File: config.mk
export PLATFORM = sky130hd
export DESIGN_NAME = fifo_ctrl
export DESIGN_NICKNAME = d
export VERILOG_FILES = /design/src/rtl/fifo_ctrl_pkg.sv /design/src/rtl/fifo_ctrl.sv
export SDC_FILE = /design/constraint.sdc
export NUM_CORES = 1
export LEC_CHECK = 0
export CORE_AREA = 10 10 47 49
export CTS_CLUSTER_DIAMETER = 100
export CTS_CLUSTER_SIZE = 28
export DETAILED_ROUTE_END_ITERATION = 8
export DIE_AREA = 0 0 57 59
export PLACE_DENSITY = 0.79
export SLEW_MARGIN = 25
export SYNTH_ARGS = -nofsm -noshare
export SYNTH_HDL_FRONTEND = slang
export SYNTH_SLANG_ARGS = --single-unit
File: constraint.sdc
create_clock -name clk -period 4.7 [get_ports clk]
set_clock_uncertainty 0.05 [all_clocks]
set_input_delay 1.175 -clock clk [delete_from_list [all_inputs] [get_ports clk]]
set_output_delay 1.175 -clock clk [all_outputs]
set_load 0.03 [all_outputs]
File: src/rtl/fifo_ctrl_pkg.sv
// Shared types for the FIFO pointer/flag controller.
package fifo_ctrl_pkg;

  // Operation accepted at a clock edge, encoded as {read_accept, write_accept}.
  typedef enum logic [1:0] {
    OP_IDLE  = 2'b00,
    OP_WRITE = 2'b01,
    OP_READ  = 2'b10,
    OP_BOTH  = 2'b11
  } op_e;

  // Classify the accepted requests for one edge.
  function automatic op_e decode_op(input logic wr_acc, input logic rd_acc);
    return op_e'({rd_acc, wr_acc});
  endfunction

endpackage

File: src/rtl/fifo_ctrl.sv
// Pointer and flag controller for a register-file FIFO. Produces the storage
// array's write enable and addresses, tracks occupancy, and keeps sticky
// overflow/underflow error flags.
//
// Request semantics: wr and rd are level requests sampled at each rising edge.
// A write is accepted when wr is high and full (registered) is low; a read is
// accepted when rd is high and empty (registered) is low. Acceptance of each
// side depends only on the flags registered before the edge, so there is no
// bypass from an empty FIFO and no combinational path from rd to any output.
// Read data is the array's combinational output at r_addr, valid while empty=0.
module fifo_ctrl
  import fifo_ctrl_pkg::*;
#(
  parameter int ADDR_WIDTH = 2,
  parameter int AF_LEVEL   = 3,
  parameter int AE_LEVEL   = 1
) (
  input  logic                  clk,
  input  logic                  reset,
  input  logic                  wr,
  input  logic                  rd,
  input  logic                  clr_err,
  output logic                  wr_en,
  output logic [ADDR_WIDTH-1:0] w_addr,
  output logic [ADDR_WIDTH-1:0] r_addr,
  output logic                  empty,
  output logic                  full,
  output logic                  almost_full,
  output logic                  almost_empty,
  output logic [ADDR_WIDTH:0]   count,
  output logic                  overflow,
  output logic                  underflow
);

  localparam int DEPTH = 2 ** ADDR_WIDTH;
  localparam logic [ADDR_WIDTH:0] DEPTH_C = (ADDR_WIDTH + 1)'(DEPTH);
  localparam logic [ADDR_WIDTH:0] AF_C    = (ADDR_WIDTH + 1)'(AF_LEVEL);
  localparam logic [ADDR_WIDTH:0] AE_C    = (ADDR_WIDTH + 1)'(AE_LEVEL);

  // Elaboration-time legality of the parameter set.
  if (ADDR_WIDTH < 1) begin : g_bad_addr_width
    $error("fifo_ctrl: ADDR_WIDTH must be >= 1");
  end
  if (AF_LEVEL < 1 || AF_LEVEL > DEPTH) begin : g_bad_af_level
    $error("fifo_ctrl: AF_LEVEL must be in 1..2**ADDR_WIDTH");
  end
  if (AE_LEVEL < 0 || AE_LEVEL > DEPTH - 1) begin : g_bad_ae_level
    $error("fifo_ctrl: AE_LEVEL must be in 0..2**ADDR_WIDTH-1");
  end

  logic              wr_acc;
  logic              rd_acc;
  op_e               op;
  logic [ADDR_WIDTH:0] count_next;

  // Acceptance is gated only by registered flags; wr reaches wr_en directly.
  assign wr_acc = wr & ~full;
  assign rd_acc = rd & ~empty;
  assign wr_en  = wr_acc;
  assign op     = decode_op(wr_acc, rd_acc);

  // Next occupancy: +1 write-only, -1 read-only, else unchanged.
  always_comb begin
    count_next = count;
    case (op)
      OP_WRITE: count_next = count + 1'b1;
      OP_READ:  count_next = count - 1'b1;
      default:  count_next = count;
    endcase
  end

  // Pointers advance on their own accepts and wrap naturally at DEPTH.
  always_ff @(posedge clk or posedge reset) begin
    if (reset) begin
      w_addr <= '0;
      r_addr <= '0;
    end else begin
      if (wr_acc) w_addr <= w_addr + 1'b1;
      if (rd_acc) r_addr <= r_addr + 1'b1;
    end
  end

  // Occupancy and flags, all derived from the next-state count so that
  // full and empty are never decided by pointer comparison.
  always_ff @(posedge clk or posedge reset) begin
    if (reset) begin
      count        <= '0;
      empty        <= 1'b1;
      full         <= 1'b0;
      almost_full  <= 1'b0;
      almost_empty <= 1'b1;
    end else begin
      count        <= count_next;
      empty        <= (count_next == '0);
      full         <= (count_next == DEPTH_C);
      almost_full  <= (count_next >= AF_C);
      almost_empty <= (count_next <= AE_C);
    end
  end

  // Sticky errors; a new error event in the clearing cycle takes priority.
  always_ff @(posedge clk or posedge reset) begin
    if (reset) begin
      overflow  <= 1'b0;
      underflow <= 1'b0;
    end else begin
      overflow  <= (wr & full)  | (overflow  & ~clr_err);
      underflow <= (rd & empty) | (underflow & ~clr_err);
    end
  end

endmodule

==> results.tsv, run 1 <==
stage	metric	value	unit
global_routing	grt met2 use	0.0868	
yosys	mux cell area share after synthesis	0.0266	
cts	post-CTS sizing	0	
placement	pre-CTS setup slack	0.969	ns
cts	worst skew pair latency	0.28	ns
yosys	simple-gate share of the synthesized area	0.106	
die	io pins	19	
critical_path	Crit Path Class	in -> out	
cts	# clock sinks	13	
global_routing	pin count of the biggest net entering global routing	14	
detailed_routing	routed vias/inst	4.70	
yosys	Distinct cells, synth	21	
placement	IO Port Bufs	18	
yosys	largest family of logic cells by synthesized area	XOR/XNOR gates	
sta	RSZ-0062 raised after global routing	no	
sta	setup TNS	0	ns
yosys	Synth Cell Area	564	sq um
critical_path	Worst setup SP type	input port	
pwr	P_leak	0.330	nW
yosys	Synth Area in Compound Gates	0.0732	
global_routing	total gr overflow	0	
pwr	PwrDens	811	nW/um^2
yosys	top area cells in the synthesized netlist	dfrtp_1, dfstp_2, xnor2_1	
die	Core ar.	1400	sq um
die	starting density of the core	0.403	
die	die width	57	microns
cts	CTS tree	built	
yosys	post-synth top area cell	dfrtp_1	
cts	Clock Path Buffers	2	
global_routing	busiest grt layer	met2	
global_routing	Total Routing Usage GR	0.0702	
sta	Max-slew headroom	0.685	
yosys	asr flop ratio synth	1.00	
detailed_routing	final WL	1060	microns
global_routing	first-pass GRT wire length	1820	microns
flow_run	max_cap viols	0	
yosys	Syn Area/Cell	12.3	sq um
cts	# Post-CTS Setup Buffers	0	
detailed_routing	DR WL/cell	12.7	microns
placement	Post-DP HPWL	826	microns
die	Die Span Y	59	microns
detailed_routing	1st-pass router iterations	4	
global_routing	number of global-route vias before repair	419	
global_routing	met1 GRT Util	0.0705	
detailed_routing	DRC viols	0	
sta	part of the cycle the worst path needs	0.793	
sta	# setup viols final	0	
yosys	XOR/XNOR share of the synthesized area	0.109	
yosys	Post-synth EDFFs	0	
cts	root buffer cell	clkbuf_4	
die	cell row count	14	
pwr	IR drop worst, VDD	0.419	mV
critical_path	crit end category	primary output	
yosys	Post-Syn Nets	53	
die	DIE AREA	3360	sq um
critical_path	CP Data Required Time	3.47	ns
yosys	register area share after synthesis	0.581	
finish	layout cells sized above 1	0.0896	
sta	final worst path period need	3.72	ns
sta	Fmax achieved	268	MHz
sta	Max Slew Vio Count	0	
finish	final net count	75	
placement	GPL Wtd Cong	0.680	
sta	slew at the pin closest to its max-slew limit	0.472	ns
global_routing	M3 GR Usage	0.0687	
finish	Antenna Cells	0	
detailed_routing	Antenna Nets Post-Route	0	
cts	# hold bufs at CTS	0	
critical_path	CP Max Fanout	3	
detailed_routing	DR iter-0 viols	6	
cts	H-Tree Depth	1	
yosys	most numerous cell in the Yosys netlist	dfrtp_1	
yosys	Post-synth top cells	dfrtp_1, xnor2_1, inv_1, nand2_1, nor3_1	
global_routing	initial antenna violation count	0	
finish	area grow syn2layout	38.1	%
yosys	Synth Area in Adders	0.0576	
yosys	top_reg_cell synth	dfrtp_1	
sta	PnR worst setup slack	0.975	ns
yosys	Mapped Cells	46	
cts	clock-pin slew on the worst setup and hold paths	0.07	ns
sta	Fin. Hold Viols	0	
yosys	Synth Warn #	0	
cts	CTS Buf Count	3	
run_status	run status	finished clean	
detailed_routing	via count	390	
worst_hold_path	Hold Path Class	reg -> reg	
yosys	flops & latches, synth	13	
critical_path	CP Data Arrival Time	2.50	ns
yosys	top-area cell type share of the netlist area	0.488	
-- worst paths after layout --
kind | startpoint | to | slack (ns) | depth (start not counted)
worst max-delay path | wr | wr_en | 0.98 | 4
worst min-delay path | r_addr[1]$_DFFE_PP0P_ | r_addr[1]$_DFFE_PP0P_ | 0.42 | 1
worst max register to register | empty$_DFF_PP1_ | almost_full$_DFF_PP0_ | 2.62 | 6
worst min register to register | r_addr[1]$_DFFE_PP0P_ | r_addr[1]$_DFFE_PP0P_ | 0.42 | 1
max in group asynchronous | reset | almost_empty$_DFF_PP1_ | 3.10 | 2
min in group asynchronous | reset | r_addr[0]$_DFFE_PP0P_ | 1.15 | 2
-- critical path, stage by stage --
cell and delay [ns]:
clkdlybuf4s50_1 0.47, nand2b_1 0.10, inv_1 0.08, clkdlybuf4s50_1 0.67
-- cell families (layout without fill, tap and decap cells) --
group,count (synthesis),after routing
AOI/OAI and AO/OA,6,6
xor gates and xnor gates,7,7
adders and majority gates,2,2
buffers and inverters,5,26
DFF,13,13
muxes,1,1
and+or+nand+nor,12,12
-- report_power, final --
group	internal [W]	switching, W	total, W
Combinational	0.000165	0.000194	0.000359
Clock	0.0000329	0.0000346	0.0000676
Sequential	0.000167	0.0000392	0.000206
-- area by class of cell --
class	count	area [sq um]
repair buffers	18	180
clock buffers	4	26.3
flip-flops and latches	13	328
inverters	4	15.0
fillers	127	622
multi-input cells	28	210
well taps	16	20.0
-- cells in the final DEF, fill, tap and decap left out --
cell	count
fa_1	1
clkbuf_1	1
mux2_4	1
o21ai_0	2
nor3_1	3
dfrtp_1	11
or2_1	1
a32o_1	1
ha_1	1
nor3b_1	1
o21a_1	1
nand2b_1	1
a21oi_1	1
nand2_1	4
clkdlybuf4s50_1	18
dfstp_2	2
nor2b_1	1
inv_1	4
a211o_1	1
xnor2_1	6
nor2_1	1
xor2_1	1
clkbuf_4	3
-- registers in the layout, summed over array words and instances (netlist names) --
name / count
almost_full: 1
almost_empty: 1
w_addr: 2
full: 1
underflow: 1
overflow: 1
count: 3
empty: 1
r_addr: 2
-- per-stage QoR --
step | hold WS (ns) | util | cells | total power [W] | instance area (sq um)
after global placement | 0.411 | 0.538 | 79 | 0.000565 | 753
final | 0.422 | 0.556 | 83 | 0.000632 | 779
after global routing | 0.453 | 0.556 | 83 | 0.000678 | 779
after floorplan | 0.532 | - | 46 | 0.000444 | 564
after detailed placement | 0.413 | 0.538 | 79 | 0.000568 | 753
after CTS | 0.427 | 0.556 | 83 | 0.000641 | 779
-- per-layer routing --
layer / vias to the layer above / part of all wire / wire length, microns
li1: 193 / - / -
met1: 173 / 0.42 / 442
met2: 20 / 0.38 / 406
met3: 4 / 0.18 / 187
met4: 0 / 0.021 / 22
met5: - / 0 / 0
Note: power is estimated with default switching activity, not from simulation.
==> inputs of run 2 (changes only) <==
- CORE_AREA: 10 10 47 49 -> unset
- CORE_MARGIN: unset -> 10
- CORE_UTILIZATION: unset -> 42
- DIE_AREA: 0 0 57 59 -> unset
- clock period: 4.7 -> 3.7 ns (I/O delays scaled with it)
==> run 2 against run 1 <==
  * Via count shrank 2.3%
  * Sequential power increased by 28%
  * Largest power group unchanged
  * Non-clock buffer count stayed put
  * Clock power up 25%
  * Combinational power rose by 26%
  * Sequential share of layout area stayed put
  * Hold slack better by 0.0052 ns
  * Die area shrank 4.6%
  * Sequential cell count unchanged
  * Critical endpoint unchanged
==> results.tsv, run 2 (same netlist as run 1, synthesis figures left out) <==
stage	metric	value	unit	change
detailed_routing	DR iter-0 viols	5		-1
sta	Fin. Hold Viols	0		unchanged
detailed_routing	via count	381		-2.3%
detailed_routing	final WL	1060	microns	+0.19%
pwr	P_leak	0.333	nW	+0.83%
sta	Fmax achieved	310	MHz	
pwr	Net Sw Frac	0.425		+0.00189
die	starting density of the core	0.439		+0.0365
global_routing	pin count of the biggest net entering global routing	14		unchanged
die	die width	56.7	microns	-0.61%
worst_hold_path	Hold Path Class	reg -> reg		
die	cell row count	13		-1
critical_path	Worst setup SP type	input port		
sta	Max Slew Vio Count	0		unchanged
die	Die Span Y	56.7	microns	-4.0%
run_status	run status	finished clean		
critical_path	reg2reg end	almost_full$_DFF_PP0_		
critical_path	CP Max Fanout	3		unchanged
placement	Post-DP HPWL	845	microns	+2.2%
cts	# clock sinks	13		unchanged
sta	RSZ-0062 raised after global routing	no		
global_routing	first-pass GRT wire length	1830	microns	+0.38%
sta	Max-slew headroom	0.694		+0.00871
finish	fillers	121		-4.7%
detailed_routing	1st-pass router iterations	2		-2
pwr	Flop pwr share	0.328		+0.002
critical_path	Crit Path Class	in -> out		
critical_path	CP startpoint	wr		
detailed_routing	DR WL/cell	12.9	microns	+1.4%
detailed_routing	DRC viols	0		unchanged
cts	H-Tree Depth	1		unchanged
pwr	IR drop worst, VDD	0.488	mV	+16%
critical_path	Reg2Reg Depth	6		unchanged
cts	clock-pin slew on the worst setup and hold paths	0.08	ns	about the same
sta	setup TNS	0	ns	unchanged
global_routing	total gr overflow	0		unchanged
finish	Antenna Cells	0		unchanged
sta	slew at the pin closest to its max-slew limit	0.459	ns	-0.0130 ns
pwr	Net Sw Power	0.000341	W	+27%
cts	CTS Buf Count	3		unchanged
pwr	Clock power frac	0.106		about the same
placement	IO Port Bufs	18		unchanged
sta	part of the cycle the worst path needs	0.873		
cts	Clock Path Buffers	2		unchanged
cts	# Post-CTS Setup Buffers	0		unchanged
pwr	PwrDens	1030	nW/um^2	+27%
sta	# setup viols final	0		unchanged
critical_path	critical path capture point	wr_en		
flow_run	max_cap viols	0		unchanged
finish	final net count	75		unchanged
die	DIE AREA	3210	sq um	-4.6%
finish	layout cells sized above 1	0.104		+0.0149
finish	biggest regs	count x3, r_addr x2, w_addr x2		
detailed_routing	routed vias/inst	4.65		-1.1%
global_routing	number of global-route vias before repair	399		-4.8%
global_routing	initial antenna violation count	0		unchanged
sta	worst hold slack	0.427	ns	+0.00520 ns
finish	commonest non-fill, non-tap cell in the layout	clkdlybuf4s50_1		
finish	Largest register FFs	3		unchanged
critical_path	CP Data Required Time	2.72	ns	-0.75 ns
sta	final worst path period need	3.23	ns	
finish	Most flops, register	count		
pwr	internal power	0.000460	W	+26%
placement	GPL Wtd Cong	0.770		+13%
pwr	Pwr Total	0.000800	W	+27%
cts	post-CTS sizing	0		unchanged
critical_path	CP Data Arrival Time	2.26	ns	-0.24 ns
cts	# hold bufs at CTS	0		unchanged
die	Core ar.	1280	sq um	-8.3%
cts	CTS tree	built		
finish	commonest non-fill, non-tap cells in the layout	clkdlybuf4s50_1, dfrtp_1, xnor2_1, nand2_1, inv_1		
global_routing	Total Routing Usage GR	0.0716		+0.00141
placement	pre-CTS setup slack	0.467	ns	-0.501 ns
worst_hold_path	worst hold path startpoint	w_addr[1]$_DFFE_PP0P_		
cts	root buffer cell	clkbuf_4		
critical_path	FF-to-FF setup slack	1.65	ns	-0.97 ns
detailed_routing	Antenna Nets Post-Route	0		unchanged
critical_path	crit end category	primary output		
die	io pins	19		unchanged
cts	worst skew pair latency	0.28	ns	about the same
critical_path	RR Startpoint	full$_DFF_PP0_		
sta	PnR worst setup slack	0.470	ns	-0.506 ns
pwr	Logic pwr share	0.566		about the same
finish	fin util	0.607		+0.0504
finish	area grow syn2layout	38.1	%	unchanged
-- run 2: cell count changes in the layout (fill, tap and decap cells not counted) --
cell,previous run,this run
clkbuf_1,1,0
clkinv_2,0,1
-- run 2: how the worst min path moves through the flow --
stage	to	cells past startpoint	slack [ns]
3_3_place_gp	w_addr[1]$_DFFE_PP0P_	1	0.41
3_5_place_dp	w_addr[1]$_DFFE_PP0P_	1	0.41
4_1_cts	w_addr[1]$_DFFE_PP0P_	1	0.43
5_1_grt	w_addr[1]$_DFFE_PP0P_	1	0.44
2_1_floorplan	underflow$_DFF_PP0_	2	0.53
6_report	w_addr[1]$_DFFE_PP0P_	1	0.43
-- run 2: metal layers --
metal	part of all wire	routed length [microns]	track usage	up-vias
li1	-	-	-	195
met4	0.025	27	0.0515	0
met5	0	0	0	-
met2	0.42	448	0.100	16
met3	0.13	137	0.0404	3
met1	0.42	447	0.0785	167
-- run 2: area by class of cell --
class	count	area (sq um)	share of cell area
repair buffers	18	180	0.231
flip-flops and latches	13	328	0.421
well taps	15	18.8	0.0241
clock buffers	3	22.5	0.0289
multi-input cells	28	210	0.270
inverters	4	15.0	0.0193
clock inverters	1	5.00	0.00642
-- run 2: critical path, cell delays in order --
cell and delay (ns):
clkdlybuf4s50_1 0.48, nand2b_1 0.11, inv_1 0.08, clkdlybuf4s50_1 0.66
-- run 2: stage by stage --
stage	std cells	cell area (sq um)
final	82	779
after global routing	82	779
after CTS	82	779
after detailed placement	78	752
after global placement	78	752
after floorplan	46	564
-- run 2: power by group through the flow --
stage	clock [W]	sequential (W)	combinational, W
finish	0.0000845	0.000263	0.000453
global placement	0	0.000263	0.000452
global route	0.0000957	0.000273	0.000492
detailed placement	0	0.000266	0.000458
floorplan	0	0.000382	0.000181
CTS	0.0000885	0.000263	0.000461
==> inputs of run 3 (changes only) <==
- TNS_END_PERCENT: unset -> 100
==> results of run 3 <==
Final layout, timing and power as in run 2 (identical DEF).
